<file path="src/rtl/wb_rr_arbiter_if.sv">
// Wishbone bundle between N masters, the arbiter and the downstream address decoder/mux.
// slave: the arbiter's view (it is the slave of the masters); master: the surrounding masters plus bus.
interface wb_rr_arbiter_if #(
   parameter int NUM_MASTERS = 3,
   parameter int ADDR_WIDTH  = 32,
   parameter int DATA_WIDTH  = 32
);
   localparam int SEL_WIDTH = DATA_WIDTH / 8;

   logic [NUM_MASTERS-1:0]            m_cyc_i;
   logic [NUM_MASTERS-1:0]            m_stb_i;
   logic [NUM_MASTERS-1:0]            m_we_i;
   logic [NUM_MASTERS*ADDR_WIDTH-1:0] m_adr_i;
   logic [NUM_MASTERS*DATA_WIDTH-1:0] m_dat_i;
   logic [NUM_MASTERS*SEL_WIDTH-1:0]  m_sel_i;
   logic [DATA_WIDTH-1:0]             m_dat_o;
   logic [NUM_MASTERS-1:0]            m_ack_o;
   logic [NUM_MASTERS-1:0]            m_err_o;

   logic                              s_cyc_o;
   logic                              s_stb_o;
   logic                              s_we_o;
   logic [ADDR_WIDTH-1:0]             s_adr_o;
   logic [DATA_WIDTH-1:0]             s_dat_o;
   logic [SEL_WIDTH-1:0]              s_sel_o;
   logic [DATA_WIDTH-1:0]             s_dat_i;
   logic                              s_ack_i;
   logic                              s_err_i;

   logic [NUM_MASTERS-1:0]            grant_o;
   logic                              timeout_o;

   modport slave (
      input  m_cyc_i, m_stb_i, m_we_i, m_adr_i, m_dat_i, m_sel_i,
      input  s_dat_i, s_ack_i, s_err_i,
      output m_dat_o, m_ack_o, m_err_o,
      output s_cyc_o, s_stb_o, s_we_o, s_adr_o, s_dat_o, s_sel_o,
      output grant_o, timeout_o
   );

   modport master (
      output m_cyc_i, m_stb_i, m_we_i, m_adr_i, m_dat_i, m_sel_i,
      output s_dat_i, s_ack_i, s_err_i,
      input  m_dat_o, m_ack_o, m_err_o,
      input  s_cyc_o, s_stb_o, s_we_o, s_adr_o, s_dat_o, s_sel_o,
      input  grant_o, timeout_o
   );
endinterface

</file>
<file path="src/rtl/wb_rr_arbiter.sv">
// N-master Wishbone classic arbiter (round-robin or fixed priority) with a stall watchdog.
// Grant 1 cycle after cyc, then combinational forwarding; losers stall on cyc until the owner drops it.
module wb_rr_arbiter #(
   parameter int NUM_MASTERS    = 3,
   parameter int ADDR_WIDTH     = 32,
   parameter int DATA_WIDTH     = 32,
   parameter int PRIORITY_MODE  = 0,
   parameter int TIMEOUT_CYCLES = 255
) (
   input  logic           clk_10M,
   input  logic           sys_rst,
   wb_rr_arbiter_if.slave bus
);
   localparam int SEL_WIDTH = DATA_WIDTH / 8;
   localparam int IDX_WIDTH = $clog2(NUM_MASTERS);
   localparam int CNT_WIDTH = (TIMEOUT_CYCLES > 0) ? $clog2(TIMEOUT_CYCLES + 1) : 1;
   localparam logic [CNT_WIDTH-1:0] CNT_LAST =
      CNT_WIDTH'((TIMEOUT_CYCLES > 0) ? TIMEOUT_CYCLES - 1 : 0);
   localparam logic [IDX_WIDTH:0]   NM_EXT   = (IDX_WIDTH+1)'(NUM_MASTERS);

   typedef enum logic {ST_IDLE, ST_BUSY} state_t;

   state_t                 state_q, state_d;
   logic [NUM_MASTERS-1:0] grant_q, grant_d;
   logic [IDX_WIDTH-1:0]   rr_ptr_q, rr_ptr_d;
   logic [CNT_WIDTH-1:0]   tmo_cnt_q, tmo_cnt_d;
   logic                   timeout_q, timeout_d;

   logic [NUM_MASTERS-1:0] pick;
   logic                   found;
   logic [IDX_WIDTH:0]     cand_sum;
   logic [IDX_WIDTH-1:0]   cand;
   logic [IDX_WIDTH-1:0]   owner_idx;

   logic                   fwd_cyc;
   logic                   fwd_stb;
   logic                   fwd_we;
   logic [ADDR_WIDTH-1:0]  fwd_adr;
   logic [DATA_WIDTH-1:0]  fwd_dat;
   logic [SEL_WIDTH-1:0]   fwd_sel;
   logic                   bus_stb;

   // Search starts at the rr pointer (or at 0 in fixed-priority mode) and wraps.
   always_comb begin
      pick     = '0;
      found    = 1'b0;
      cand_sum = '0;
      cand     = '0;
      for (int k = 0; k < NUM_MASTERS; k++) begin
         cand_sum = {1'b0, (PRIORITY_MODE != 0) ? '0 : rr_ptr_q} + (IDX_WIDTH+1)'(k);
         if (cand_sum >= NM_EXT) begin
            cand_sum = cand_sum - NM_EXT;
         end
         cand = cand_sum[IDX_WIDTH-1:0];
         if (!found && bus.m_cyc_i[cand]) begin
            pick[cand] = 1'b1;
            found      = 1'b1;
         end
      end
   end

   always_comb begin
      owner_idx = '0;
      fwd_cyc   = 1'b0;
      fwd_stb   = 1'b0;
      fwd_we    = 1'b0;
      fwd_adr   = '0;
      fwd_dat   = '0;
      fwd_sel   = '0;
      for (int i = 0; i < NUM_MASTERS; i++) begin
         if (grant_q[i]) begin
            owner_idx = IDX_WIDTH'(i);
            fwd_cyc   = bus.m_cyc_i[i];
            fwd_stb   = bus.m_stb_i[i];
            fwd_we    = bus.m_we_i[i];
            fwd_adr   = bus.m_adr_i[i*ADDR_WIDTH +: ADDR_WIDTH];
            fwd_dat   = bus.m_dat_i[i*DATA_WIDTH +: DATA_WIDTH];
            fwd_sel   = bus.m_sel_i[i*SEL_WIDTH +: SEL_WIDTH];
         end
      end
   end

   // The forced-error cycle takes the bus off the slave and swallows any late ack.
   assign bus_stb       = fwd_stb & ~timeout_q;
   assign bus.s_cyc_o   = fwd_cyc & ~timeout_q;
   assign bus.s_stb_o   = bus_stb;
   assign bus.s_we_o    = fwd_we;
   assign bus.s_adr_o   = fwd_adr;
   assign bus.s_dat_o   = fwd_dat;
   assign bus.s_sel_o   = fwd_sel;
   assign bus.m_dat_o   = bus.s_dat_i;
   assign bus.m_ack_o   = (bus.s_ack_i && !timeout_q) ? grant_q : '0;
   assign bus.m_err_o   = (bus.s_err_i || timeout_q) ? grant_q : '0;
   assign bus.grant_o   = grant_q;
   assign bus.timeout_o = timeout_q;

   always_comb begin
      state_d   = state_q;
      grant_d   = grant_q;
      rr_ptr_d  = rr_ptr_q;
      tmo_cnt_d = '0;
      timeout_d = 1'b0;
      case (state_q)
         ST_IDLE: begin
            if (|bus.m_cyc_i) begin
               state_d = ST_BUSY;
               grant_d = pick;
            end
         end
         ST_BUSY: begin
            if (!fwd_cyc) begin
               state_d  = ST_IDLE;
               grant_d  = '0;
               rr_ptr_d = (owner_idx == IDX_WIDTH'(NUM_MASTERS - 1)) ? '0
                                                                     : owner_idx + IDX_WIDTH'(1);
            end else if ((TIMEOUT_CYCLES > 0) && bus_stb && !bus.s_ack_i && !bus.s_err_i) begin
               if (tmo_cnt_q == CNT_LAST) begin
                  timeout_d = 1'b1;
               end else begin
                  tmo_cnt_d = tmo_cnt_q + CNT_WIDTH'(1);
               end
            end
         end
         default: begin
            state_d = ST_IDLE;
            grant_d = '0;
         end
      endcase
   end

   always_ff @(posedge clk_10M or posedge sys_rst) begin
      if (sys_rst) begin
         state_q   <= ST_IDLE;
         grant_q   <= '0;
         rr_ptr_q  <= '0;
         tmo_cnt_q <= '0;
         timeout_q <= 1'b0;
      end else begin
         state_q   <= state_d;
         grant_q   <= grant_d;
         rr_ptr_q  <= rr_ptr_d;
         tmo_cnt_q <= tmo_cnt_d;
         timeout_q <= timeout_d;
      end
   end
endmodule

</file>
<file path="src/flat_wrapper.sv">
// flat-port wrapper written by rule: the top's interface ports become plain ports
module wb_rr_arbiter_flat 
#(
   parameter int NUM_MASTERS    = 3,
   parameter int ADDR_WIDTH     = 32,
   parameter int DATA_WIDTH     = 32,
   parameter int PRIORITY_MODE  = 0,
   parameter int TIMEOUT_CYCLES = 255
)
  (clk_10M, sys_rst, bus_m_cyc_i, bus_m_stb_i, bus_m_we_i, bus_m_adr_i, bus_m_dat_i, bus_m_sel_i, bus_s_dat_i, bus_s_ack_i, bus_s_err_i, bus_m_dat_o, bus_m_ack_o, bus_m_err_o, bus_s_cyc_o, bus_s_stb_o, bus_s_we_o, bus_s_adr_o, bus_s_dat_o, bus_s_sel_o, bus_grant_o, bus_timeout_o);
  wb_rr_arbiter_if #(.NUM_MASTERS(NUM_MASTERS), .ADDR_WIDTH(ADDR_WIDTH), .DATA_WIDTH(DATA_WIDTH)) bus_i ();
  input  logic clk_10M;
  input  logic sys_rst;
  input wire logic [$bits(bus_i.m_cyc_i)-1:0] bus_m_cyc_i;
  input wire logic [$bits(bus_i.m_stb_i)-1:0] bus_m_stb_i;
  input wire logic [$bits(bus_i.m_we_i)-1:0] bus_m_we_i;
  input wire logic [$bits(bus_i.m_adr_i)-1:0] bus_m_adr_i;
  input wire logic [$bits(bus_i.m_dat_i)-1:0] bus_m_dat_i;
  input wire logic [$bits(bus_i.m_sel_i)-1:0] bus_m_sel_i;
  input wire logic [$bits(bus_i.s_dat_i)-1:0] bus_s_dat_i;
  input wire logic [$bits(bus_i.s_ack_i)-1:0] bus_s_ack_i;
  input wire logic [$bits(bus_i.s_err_i)-1:0] bus_s_err_i;
  output wire logic [$bits(bus_i.m_dat_o)-1:0] bus_m_dat_o;
  output wire logic [$bits(bus_i.m_ack_o)-1:0] bus_m_ack_o;
  output wire logic [$bits(bus_i.m_err_o)-1:0] bus_m_err_o;
  output wire logic [$bits(bus_i.s_cyc_o)-1:0] bus_s_cyc_o;
  output wire logic [$bits(bus_i.s_stb_o)-1:0] bus_s_stb_o;
  output wire logic [$bits(bus_i.s_we_o)-1:0] bus_s_we_o;
  output wire logic [$bits(bus_i.s_adr_o)-1:0] bus_s_adr_o;
  output wire logic [$bits(bus_i.s_dat_o)-1:0] bus_s_dat_o;
  output wire logic [$bits(bus_i.s_sel_o)-1:0] bus_s_sel_o;
  output wire logic [$bits(bus_i.grant_o)-1:0] bus_grant_o;
  output wire logic [$bits(bus_i.timeout_o)-1:0] bus_timeout_o;
  assign bus_i.m_cyc_i = bus_m_cyc_i;
  assign bus_i.m_stb_i = bus_m_stb_i;
  assign bus_i.m_we_i = bus_m_we_i;
  assign bus_i.m_adr_i = bus_m_adr_i;
  assign bus_i.m_dat_i = bus_m_dat_i;
  assign bus_i.m_sel_i = bus_m_sel_i;
  assign bus_i.s_dat_i = bus_s_dat_i;
  assign bus_i.s_ack_i = bus_s_ack_i;
  assign bus_i.s_err_i = bus_s_err_i;
  assign bus_m_dat_o = bus_i.m_dat_o;
  assign bus_m_ack_o = bus_i.m_ack_o;
  assign bus_m_err_o = bus_i.m_err_o;
  assign bus_s_cyc_o = bus_i.s_cyc_o;
  assign bus_s_stb_o = bus_i.s_stb_o;
  assign bus_s_we_o = bus_i.s_we_o;
  assign bus_s_adr_o = bus_i.s_adr_o;
  assign bus_s_dat_o = bus_i.s_dat_o;
  assign bus_s_sel_o = bus_i.s_sel_o;
  assign bus_grant_o = bus_i.grant_o;
  assign bus_timeout_o = bus_i.timeout_o;
  wb_rr_arbiter #(.NUM_MASTERS(NUM_MASTERS), .ADDR_WIDTH(ADDR_WIDTH), .DATA_WIDTH(DATA_WIDTH), .PRIORITY_MODE(PRIORITY_MODE), .TIMEOUT_CYCLES(TIMEOUT_CYCLES)) u_core (.clk_10M(clk_10M), .sys_rst(sys_rst), .bus(bus_i));
endmodule
</file>
<file path="config.mk">
export PLATFORM = sky130hd
export DESIGN_NAME = wb_rr_arbiter_flat
export DESIGN_NICKNAME = d
export VERILOG_FILES = /design/src/rtl/wb_rr_arbiter_if.sv /design/src/rtl/wb_rr_arbiter.sv /design/src/flat_wrapper.sv
export SDC_FILE = /design/constraint.sdc
export NUM_CORES = 1
export LEC_CHECK = 0
export ABC_AREA = 1
export BUFFER_PORTS_ARGS = -buffer_cell sky130_fd_sc_hd__buf_2
export CORE_AREA = 2 2 141 143
export CTS_BUF_LIST = sky130_fd_sc_hd__clkbuf_4
export DETAILED_ROUTE_END_ITERATION = 10
export DIE_AREA = 0 0 143 145
export SYNTH_ARGS = -nofsm -noshare
export SYNTH_HDL_FRONTEND = slang
export SYNTH_SLANG_ARGS = --single-unit
</file>
<file path="constraint.sdc">
create_clock -name clk_10M -period 2.1 [get_ports clk_10M]
set_clock_uncertainty 0.05 [all_clocks]
set_input_delay 0.315 -clock clk_10M [delete_from_list [all_inputs] [get_ports clk_10M]]
set_output_delay 0.315 -clock clk_10M [all_outputs]
set_load 0.005 [all_outputs]
</file>
==> results summary <==
The flow ran to the end, and the final reports show no timing, DRC or antenna violations. The cell area after synthesis is 2660 µm². The fmax came out at 507 MHz. The post-synthesis cell type count is 31. The worst path in the final design needs a cycle of 1.97 ns, including I/O delays and setup. The per-instance average area after synthesis came out at 5.45 µm². In the finished design, the share of the clock period the worst path needs comes to 0.939.

The first global-routing pass estimated 18600 µm of wire. The routed wire length per instance came out at 13.0 µm. The die boundary width came out at 143 µm. The number of nets in the layout came out at 994.

The TritonCTS clock tree is yes. The net count after synthesis came out at 743. The number of antenna violations at the first check in global routing came to 1. The maximum cell stage delay along the critical path is 0.46 ns. The worst hold path belongs to the class primary input to asynchronous set/reset pin.

The count of final setup violators is 0. The fraction of layout instances using a drive strength above 1 came out at 0.449. The maximum vdd ir drop came out at 0.000592 V. The overflow left after global routing came out at 0. STA classifies the critical path endpoint as a primary output. The depth of the CTS H-tree came out at 1.

The clock network fraction of total power is 0.045. The part of the Yosys area used for sequential elements came out at 0.141. The detailed-router iteration count before antenna repair is 4. 362 I/O pins were placed. The critical path is of the flop to primary output type. For this configuration, the core starts out at a cell density of 0.138.

The total clock sinks is 15. The headroom to the max-slew limit came out at 0.621. The final hold violation count came out at 0. Setup repair after global routing left no endpoint under its margin. The count of nets left with antenna violations once routing finished came out at 0. The clock insertion delay at the later pin of the skew report came out at 0.27 ns. The commonest non-fill, non-tap cell in the layout is sky130_fd_sc_hd__buf_2. The critical path goes through buf_4 > nand2_1 > nand3_1 > buf_2. The core box area came out at 19200 µm². For this run, design rule violations remaining after detail routing come to 0. The count of warnings emitted by yosys came out at 0. The via count of the first global-routing pass came out at 3851. TritonCTS created 3 clock buffers.

After clock tree synthesis, the clock-pin slew on the worst setup and hold paths is 0.09 ns. Internal power comes to 1.78 mW. From synthesis to final layout, the design area changed by 62.7%. The cell area power density came out at 893 nW/µm². The total via count after detailed routing is 4157.

Counting tap cells, the placed design contains a total of 996 instances. For this run, the total global-route usage over all layers was measured as 0.109. Of the total power, the share spent switching nets is 0.538.

Among all stages on the critical path, the largest delay is contributed by sky130_fd_sc_hd__dfrtp_2. The number of non-filler instances in the completed layout is 1004. The root buffer cell chosen for the clock tree is sky130_fd_sc_hd__clkbuf_4. The worst setup path is launched from a flop. The worst endpoint data arrival time came out at 1.61 ns. The tool flagged a number of max-cap violations equal to 0.

The iteration-0 DRC count of the detailed router is 130. The data required time of the worst path is 1.74 ns. The path depth of the worst reg2reg path is 10. The largest net degree at the start of global routing is 44. The switching power of the nets is 2.08 mW. The sequential power share is 0.106. The floorplan step defined a die boundary enclosing 20700 µm². The final-report max-slew violation count was 0.

The floorplan row count came out at 51. The setup TNS after final layout is 0 ns. Synthesis produced a netlist whose cell count is 488. Summed over all layers, the routed wires come to 13100 µm. The height of the die came out at 145 µm.

The final weighted congestion in routability-driven placement is 0.823. In this run the deepest clock path goes through 2 buffers. The actual transition at the worst max-transition pin came out at 0.568 ns. The slack of the worst reg-to-reg path is 0.36 ns.

The static leakage power is 2.45 nW. The ratio of routed vias to standard cells is 4.14. The combinational fraction of design power is 0.849.

The post-DP HPWL is 10600 µm. Input and output buffers added on the ports amount to 297. In this run, post-CTS hold repair placed 0 buffers.

The count of state elements after synthesis came out at 15. The library cells used most frequently in the layout, excluding fill and tap cells, are 297 x sky130_fd_sc_hd__buf_2, 178 x sky130_fd_sc_hd__nand2_1, 150 x sky130_fd_sc_hd__nand3_1. The critical-path maximum fanout is 42.
## final timing paths
path | start | endpoint
min | sys_rst | u_core.tmo_cnt_q[7]
max | u_core.bus.grant_o[2] | bus_s_dat_o[14]
max in group asynchronous | sys_rst | u_core.bus.grant_o[0]
min in group clk_10M | bus_m_cyc_i[1] | u_core.state_q
min reg2reg | u_core.tmo_cnt_q[0] | u_core.tmo_cnt_q[0]
max reg2reg | u_core.rr_ptr_q[0] | u_core.bus.grant_o[2]
## layout make-up
cell class	instances	area, µm²
fill	2207	14900
multi-input combinational	387	1830
timing repair buffer	308	1660
clock buffer	4	30.0
sequential	15	379
antenna	1	2.50
tap	265	332
inverter	24	90.1
## cell usage after synthesis
master / count / share of area
sky130_fd_sc_hd__o21ai_2: 2 / 0.0066
sky130_fd_sc_hd__o31ai_1: 2 / 0.0056
sky130_fd_sc_hd__buf_4: 32 / 0.090
sky130_fd_sc_hd__buf_2: 1 / 0.0019
sky130_fd_sc_hd__nand2_1: 178 / 0.25
sky130_fd_sc_hd__nor3_1: 2 / 0.0038
sky130_fd_sc_hd__or2_1: 1 / 0.0024
sky130_fd_sc_hd__o211ai_4: 1 / 0.0080
sky130_fd_sc_hd__nand3b_1: 1 / 0.0028
sky130_fd_sc_hd__nand2_4: 1 / 0.0042
sky130_fd_sc_hd__ha_1: 6 / 0.028
sky130_fd_sc_hd__nand2_2: 1 / 0.0024
sky130_fd_sc_hd__nor2_4: 3 / 0.013
sky130_fd_sc_hd__nand4_1: 3 / 0.0071
sky130_fd_sc_hd__nor2_2: 1 / 0.0024
sky130_fd_sc_hd__nor2_1: 22 / 0.031
sky130_fd_sc_hd__o211ai_1: 1 / 0.0028
sky130_fd_sc_hd__xor2_1: 2 / 0.0066
sky130_fd_sc_hd__a21oi_1: 2 / 0.0038
sky130_fd_sc_hd__xnor2_1: 2 / 0.0066
sky130_fd_sc_hd__inv_1: 20 / 0.028
sky130_fd_sc_hd__nand3_1: 150 / 0.28
sky130_fd_sc_hd__inv_2: 4 / 0.0056
sky130_fd_sc_hd__o21ai_0: 3 / 0.0056
sky130_fd_sc_hd__or2_2: 1 / 0.0024
sky130_fd_sc_hd__buf_1: 8 / 0.011
sky130_fd_sc_hd__nand3_4: 1 / 0.0066
sky130_fd_sc_hd__dfrtp_1: 15 / 0.14
sky130_fd_sc_hd__clkbuf_1: 20 / 0.028
sky130_fd_sc_hd__a21boi_2: 1 / 0.0042
sky130_fd_sc_hd__buf_6: 1 / 0.0042
## logic make-up after synthesis
logic type | after synthesis | share of synthesized area
XOR/XNOR | 4 | 0.0132
flip-flops | 15 | 0.141
adder cells (fa/ha/maj) | 6 | 0.0282
buffers and inverters | 86 | 0.170
AO/OA/AOI/OAI | 12 | 0.0367
AND/OR/NAND/NOR | 365 | 0.611
## routing by layer
metal / vias to the layer above / GRT usage / routed length (µm)
met5: - / 0 / 0
met4: 0 / 0.0134 / 140
met3: 12 / 0.0185 / 1320
met2: 247 / 0.211 / 6410
met1: 1839 / 0.125 / 5230
li1: 2059 / - / -
## power by group through the flow
stage	combinational, mW	clock [mW]	sequential (mW)
3_3_place_gp	3.22	0	0.409
6_report	3.28	0.174	0.408
3_5_place_dp	3.22	0	0.414
5_1_grt	3.64	0.196	0.415
2_1_floorplan	1.84	0	0.390
4_1_cts	3.23	0.186	0.409
## stage by stage
step	area [µm²]	hold slack [ns]	power, mW	setup WS (ns)	util
after global placement	4250	0.356	3.62	0.411	0.221
final	4330	0.0260	3.86	0.128	0.225
after CTS	4280	0.0446	3.83	0.0571	0.223
after floorplan	2660	0.166	2.23	0.559	-
after global routing	4330	0.0757	4.25	0.00775	0.225
after detailed placement	4250	0.355	3.63	0.388	0.221
## sequential cells by signal (all words and copies together), names as in the netlist
signal                cells
u_core.bus.grant_o        3
u_core.state_q            1
u_core.bus.timeout_o      1
u_core.rr_ptr_q           2
u_core.tmo_cnt_q          8
## worst max-delay path, delay by kind of cell, from the launching register on
| family | cells | cell delay, ns |
|---|---|---|
| simple gates | 2 | 0.27 |
| flops | 1 | 0.46 |
| buf+inv | 2 | 0.58 |
## repair_timing
action                     4_1_cts  5_1_grt
setup endpoints to repair        0        1
buffers inserted                 0        2
resized for setup                0        1
No activity file was read; power rests on OpenSTA's default activity.
